==> config.mk <==
export PLATFORM = sky130hd
export DESIGN_NAME = migcorre_btn_conditioner
export DESIGN_NICKNAME = d
export VERILOG_FILES = /design/src/rtl/migcorre_btn_pkg.sv /design/src/rtl/migcorre_btn_debounce.sv /design/src/rtl/migcorre_btn_conditioner.sv
export SDC_FILE = /design/constraint.sdc
export NUM_CORES = 1
export LEC_CHECK = 0
export CORE_UTILIZATION = 50
export CTS_CLUSTER_DIAMETER = 150
export CTS_CLUSTER_SIZE = 16
export DETAILED_ROUTE_END_ITERATION = 8
export PLACE_DENSITY = 0.74
export SETUP_SLACK_MARGIN = 0.1
export SYNTH_ARGS = -nofsm -noshare
export SYNTH_HDL_FRONTEND = slang
export SYNTH_SLANG_ARGS = --single-unit
==> constraint.sdc <==
create_clock -name clk -period 1.6 [get_ports clk]
set_input_delay 0.16 -clock clk [delete_from_list [all_inputs] [get_ports clk]]
set_output_delay 0.16 -clock clk [all_outputs]
set_load 0.1 [all_outputs]
==> src/rtl/migcorre_btn_pkg.sv <==
// Shared defaults and types for the push-button conditioner.
// Optional auto-repeat is enabled with BTN_AUTOREPEAT_EN.
package migcorre_btn_pkg;

   localparam int DEBOUNCE_CYCLES_DEF = 16;
   localparam int REPEAT_DELAY_DEF    = 200;
   localparam int REPEAT_PERIOD_DEF   = 50;
   localparam int CNT_W_DEF           = 8;

   typedef logic [CNT_W_DEF-1:0] cnt_t;

endpackage

==> src/rtl/migcorre_btn_debounce.sv <==
// One button channel: 2-flop sync, counter debounce, rise pulse.
// Auto-repeat pulses are added when BTN_AUTOREPEAT_EN is defined.
module migcorre_btn_debounce
   import migcorre_btn_pkg::*;
#(
   parameter int DEBOUNCE_CYCLES = DEBOUNCE_CYCLES_DEF,
   parameter int CNT_W           = CNT_W_DEF,
   parameter int REPEAT_DELAY    = REPEAT_DELAY_DEF,
   parameter int REPEAT_PERIOD   = REPEAT_PERIOD_DEF
) (
   input  logic clk,
   input  logic reset,
   input  logic i_btn,
   output logic o_lvl,
   output logic o_pulse
);

   localparam logic [CNT_W-1:0] DB_MAX = CNT_W'(DEBOUNCE_CYCLES - 1);

   if (DEBOUNCE_CYCLES < 2 || REPEAT_DELAY < 1 || REPEAT_PERIOD < 1 ||
       (2 ** CNT_W) <= DEBOUNCE_CYCLES || (2 ** CNT_W) <= REPEAT_DELAY ||
       (2 ** CNT_W) <= REPEAT_PERIOD) begin : g_bad_cfg
      $error("migcorre_btn_debounce: illegal parameter set");
   end

   logic             r_sync1;
   logic             r_sync2;
   logic             r_lvl;
   logic             r_pulse;
   logic [CNT_W-1:0] r_cnt;

   logic w_flip;
   logic w_lvl_nxt;
   logic w_rise;

   assign w_flip    = (r_sync2 != r_lvl) && (r_cnt == DB_MAX);
   assign w_lvl_nxt = w_flip ? r_sync2 : r_lvl;
   assign w_rise    = w_flip & r_sync2;

   always_ff @(posedge clk) begin
      if (reset) begin
         r_sync1 <= 1'b0;
         r_sync2 <= 1'b0;
         r_lvl   <= 1'b0;
         r_cnt   <= '0;
      end else begin
         r_sync1 <= i_btn;
         r_sync2 <= r_sync1;
         if (r_sync2 == r_lvl) begin
            r_cnt <= '0;
         end else if (w_flip) begin
            r_lvl <= r_sync2;
            r_cnt <= '0;
         end else begin
            r_cnt <= r_cnt + 1'b1;
         end
      end
   end

`ifdef BTN_AUTOREPEAT_EN
   localparam logic [CNT_W-1:0] DLY_MAX = CNT_W'(REPEAT_DELAY - 1);
   localparam logic [CNT_W-1:0] PER_MAX = CNT_W'(REPEAT_PERIOD - 1);

   logic             r_rphase;
   logic [CNT_W-1:0] r_rcnt;
   logic             w_rep;

   // Timing restarts on the press edge; phase 0 waits DELAY, then PERIOD.
   assign w_rep = r_lvl && w_lvl_nxt &&
                  (r_rcnt == (r_rphase ? PER_MAX : DLY_MAX));

   always_ff @(posedge clk) begin
      if (reset || !r_lvl || !w_lvl_nxt) begin
         r_rcnt   <= '0;
         r_rphase <= 1'b0;
      end else if (w_rep) begin
         r_rcnt   <= '0;
         r_rphase <= 1'b1;
      end else begin
         r_rcnt <= r_rcnt + 1'b1;
      end
   end

   always_ff @(posedge clk) begin
      if (reset) r_pulse <= 1'b0;
      else       r_pulse <= w_rise | w_rep;
   end
`else
   always_ff @(posedge clk) begin
      if (reset) r_pulse <= 1'b0;
      else       r_pulse <= w_rise;
   end
`endif

   assign o_lvl   = r_lvl;
   assign o_pulse = r_pulse;

endmodule

==> src/rtl/migcorre_btn_conditioner.sv <==
// Two-button conditioner feeding the PWM duty-adjust inputs.
// Optional auto-repeat is enabled with BTN_AUTOREPEAT_EN.
module migcorre_btn_conditioner
   import migcorre_btn_pkg::*;
#(
   parameter int DEBOUNCE_CYCLES = DEBOUNCE_CYCLES_DEF,
   parameter int CNT_W           = CNT_W_DEF,
   parameter int REPEAT_DELAY    = REPEAT_DELAY_DEF,
   parameter int REPEAT_PERIOD   = REPEAT_PERIOD_DEF
) (
   input  logic clk,
   input  logic reset,
   input  logic increase_btn_in,
   input  logic decrease_btn_in,
   output logic increase_pulse_out,
   output logic decrease_pulse_out,
   output logic increase_level_out,
   output logic decrease_level_out
);

   logic w_inc_lvl;
   logic w_inc_pulse;
   logic w_dec_lvl;
   logic w_dec_pulse;

   migcorre_btn_debounce #(
      .DEBOUNCE_CYCLES (DEBOUNCE_CYCLES),
      .CNT_W           (CNT_W),
      .REPEAT_DELAY    (REPEAT_DELAY),
      .REPEAT_PERIOD   (REPEAT_PERIOD)
   ) u_inc (
      .clk     (clk),
      .reset   (reset),
      .i_btn   (increase_btn_in),
      .o_lvl   (w_inc_lvl),
      .o_pulse (w_inc_pulse)
   );

   migcorre_btn_debounce #(
      .DEBOUNCE_CYCLES (DEBOUNCE_CYCLES),
      .CNT_W           (CNT_W),
      .REPEAT_DELAY    (REPEAT_DELAY),
      .REPEAT_PERIOD   (REPEAT_PERIOD)
   ) u_dec (
      .clk     (clk),
      .reset   (reset),
      .i_btn   (decrease_btn_in),
      .o_lvl   (w_dec_lvl),
      .o_pulse (w_dec_pulse)
   );

   // Raw pulse and levels share the same edge, so a pulse is dropped
   // whenever the opposite level is high after that edge.
   always_ff @(posedge clk) begin
      if (reset) begin
         increase_pulse_out <= 1'b0;
         decrease_pulse_out <= 1'b0;
      end else begin
         increase_pulse_out <= w_inc_pulse & ~w_dec_lvl;
         decrease_pulse_out <= w_dec_pulse & ~w_inc_lvl;
      end
   end

   assign increase_level_out = w_inc_lvl;
   assign decrease_level_out = w_dec_lvl;

endmodule

==> results_dict.tcl <==
set metrics [dict create \
    portBuffers 7 \
    syn_to_final_growth_pct 20.58 \
    end_kind "register" \
    cp_cell_sequence "ha_2 > nand3_2 > or3_1 > a21oi_1" \
    min_to "u_inc.r_sync1" \
    core_area_um2 1942 \
    design_area_um2 1239 \
    hp-class "in -> reg" \
    syn_area_um2 1027 \
    drc 0 \
    critPathKind "reg -> reg" \
    cts_max_level 1 \
    leakagePower_nw 0.4164 \
    r2r-end "u_dec.r_cnt[6]" \
    dieArea_um2 2240 \
    rsz0062_at_grt "false" \
    p_per_area_nw_per_um2 916.2 \
    worstHoldStart "increase_btn_in" \
    die_height_um 47.33 \
    syn_inst 109 \
    finalSetupTns_ns 0 \
    ys_ff_latch 26 \
    via_per_inst 5.503 \
    fin_skew_ns 0.006208 \
    ant_nets 0 \
    postRouteWirelength_um 1849 \
    yosysSeqAreaShare_pct 50.67 \
    fin_nets 127 \
    syn_avg_cell_area_um2 9.424 \
    hold_viol_final 0 \
    die_w_um 47.33 \
    drv_slew 0 \
    grt_pass1_wl_um 2711 \
    antenna_found_initial 0 \
    postCtsSetupRepairBufs 0 \
    num_antenna_cells 0 \
    hpwl_um 1353 \
    synth-edff-count 0 \
    cp_max_fo 5 \
    worstMarginPinSlew_ns 0.4269 \
    wl_per_cell_um 12.58 \
    fin_crit_ns 1.386 \
    r2r-start "u_dec.r_cnt[0]" \
    fmax_mhz 721.4 \
    max-cap-violations 0 \
    status "complete, no violations" \
    ioPinCount 8 \
    crit_path_start_kind "register" \
    synth-async-reset-ratio_pct 0 \
    drive_above_1_share_pct 17.50 \
    worstSkewPairLatency_ns 0.33 \
    gr-total-overflow 0 \
    cts-root-buf "clkbuf_4" \
    synth_fp_nets 115 \
    cts_tree "done" \
    num_vias 809 \
    placed_area_um2 1177 \
    rr_worst_depth 4 \
    synth_warnings 0 \
    cts_sinks 26 \
    drt-pass1-iter-count 4 \
    ys_types 28 \
    grt_pass1_vias 656 \
    setup_viol 0 \
    drt_iter0_markers 20 \
    grt_max_degree 16 \
    required_ns 1.87 \
    cp.arrival_ns 1.65 \
    synthFlopType "dfxtp_1" \
    slowest_delay_ns 0.43 \
    min_path_cells 2 \
    numCtsBuffers 3 \
    grt_use_total_pct 18.17 \
    cts.path.max_buffers 2 \
    gp_congestion 0.8000 \
    initial_core_util_pct 52.90 \
    core.rowCount 16 \
    nFillCells 182 \
    regToRegSetupSlack_ns 0.21 \
    critPathSlowestCell "dfxtp_1" \
    clkTransAtPathRegs_ns 0.14 \
    max_slew_margin_pct 71.28 \
    fin_crit_sh_pct 86.64 \
    vdd_ir_drop_max_mv 0.6727 \
]
layer usage:
metal | vias to the layer above | global-route usage (%) | share of wire, %
met5 | - | 0 | 0
met4 | 0 | 12.00 | 3.1
met3 | 5 | 3.462 | 3.0
met2 | 13 | 28.22 | 47
met1 | 379 | 22.77 | 47
li1 | 412 | - | -
how the worst max path moves through the flow:
stage	start	to	slack [ns]	depth (start not counted)
finish	u_dec.r_cnt[0]	u_dec.r_cnt[6]	0.21	4
global route	u_dec.r_cnt[0]	u_dec.r_cnt[6]	0.13	4
CTS	u_dec.r_cnt[0]	u_dec.r_cnt[6]	0.17	4
detailed placement	u_dec.r_cnt[0]	u_dec.r_cnt[6]	0.21	4
global placement	u_inc.r_cnt[0]	u_inc.r_cnt[6]	0.25	4
floorplan	u_inc.r_cnt[0]	u_inc.r_cnt[6]	0.30	4
placed cells by master (no fill, tap or decap), types with 2 or more instances in the layout:
cell type	netlist	layout
dfxtp_1	26	23
a21oi_1	9	9
inv_1	6	6
nand2_1	6	6
nand3_1	7	6
nor2_1	6	6
o21ai_0	6	6
or3_1	6	6
nor2b_1	4	4
buf_12	0	4
nand4_1	3	3
nor3b_1	3	3
clkbuf_4	0	3
clkdlybuf4s50_1	0	3
dfxtp_2	0	3
xor2_1	2	2
and3_1	2	2
nor4_1	2	2
nand3_2	1	2
or4_4	2	2
o21ai_1	2	2
a221o_1	2	2
nand2b_1	2	2
a31oi_1	2	2
xnor2_1	2	2
area by class of cell:
| type | instances | area, um2 | area share, % |
|---|---|---|---|
| clock buffer | 3 | 22.52 | 1.818 |
| clock inverter | 1 | 30.03 | 2.424 |
| inverter | 6 | 22.52 | 1.818 |
| multi-input combinational | 76 | 488.0 | 39.39 |
| sequential | 26 | 524.3 | 42.32 |
| tap | 27 | 33.78 | 2.727 |
| timing repair buffer | 8 | 117.6 | 9.495 |
through the flow:
stage | std cells | setup WS (ns) | util, % | power [mW] | hold slack (ns)
finish | 147 | 0.2137 | 63.79 | 1.135 | 0.3833
detailed placement | 143 | 0.2105 | 60.63 | 0.6970 | 0.4349
CTS | 147 | 0.1726 | 63.34 | 1.143 | 0.3831
global route | 147 | 0.1280 | 63.79 | 1.169 | 0.3712
global placement | 143 | 0.2548 | 60.63 | 0.6953 | 0.4257
floorplan | 109 | 0.3028 | - | 0.6840 | 0.2882
critical path, delay by kind of cell (launching register included):
kind                     cells  cell delay, ns
AND/OR/NAND/NOR              2            0.51
flip-flops                   1            0.43
adder cells (fa/ha/maj)      1            0.25
AO/OA/AOI/OAI                1            0.14
synth_stat cells (3+ instances only):
cell type,number,area [um2]
a21oi_1,9,45.04
dfxtp_1,26,520.5
inv_1,6,22.52
nand2_1,6,22.52
nand3_1,7,35.03
nand4_1,3,18.77
nor2_1,6,22.52
nor2b_1,4,25.02
nor3b_1,3,22.52
o21ai_0,6,30.03
or3_1,6,37.54
registers in the layout (all words and copies together), names as in the netlist:
signal              cells
u_inc.r_sync1           1
u_dec.r_sync1           1
u_dec.r_cnt             8
u_inc.o_lvl             1
u_dec.r_sync2           1
u_inc.r_sync2           1
u_dec.o_lvl             1
u_inc.o_pulse           1
u_inc.r_cnt             8
u_dec.o_pulse           1
decrease_pulse_out      1
increase_pulse_out      1
power breakdown:
part           internal [mW]  switching [mW]
combinational         0.0132          0.0113
sequential             0.654         0.00398
clock                  0.254           0.199
total                  0.921           0.214
logic make-up after synthesis:
kind of cell | count (synthesis) | share of synthesized area, %
simple gates | 47 | 27.04
buf+inv | 7 | 2.557
flops | 26 | 50.67
fa+ha+maj | 2 | 2.436
xor+xnor | 4 | 3.411
compound gates | 23 | 13.88
timing repair:
action,CTS,global route
hold buffers,0,0
gates resized for setup,0,3
hold endpoints to repair,0,0
endpoints found under the setup margin,0,2
Note: power is estimated with default switching activity, not from simulation.
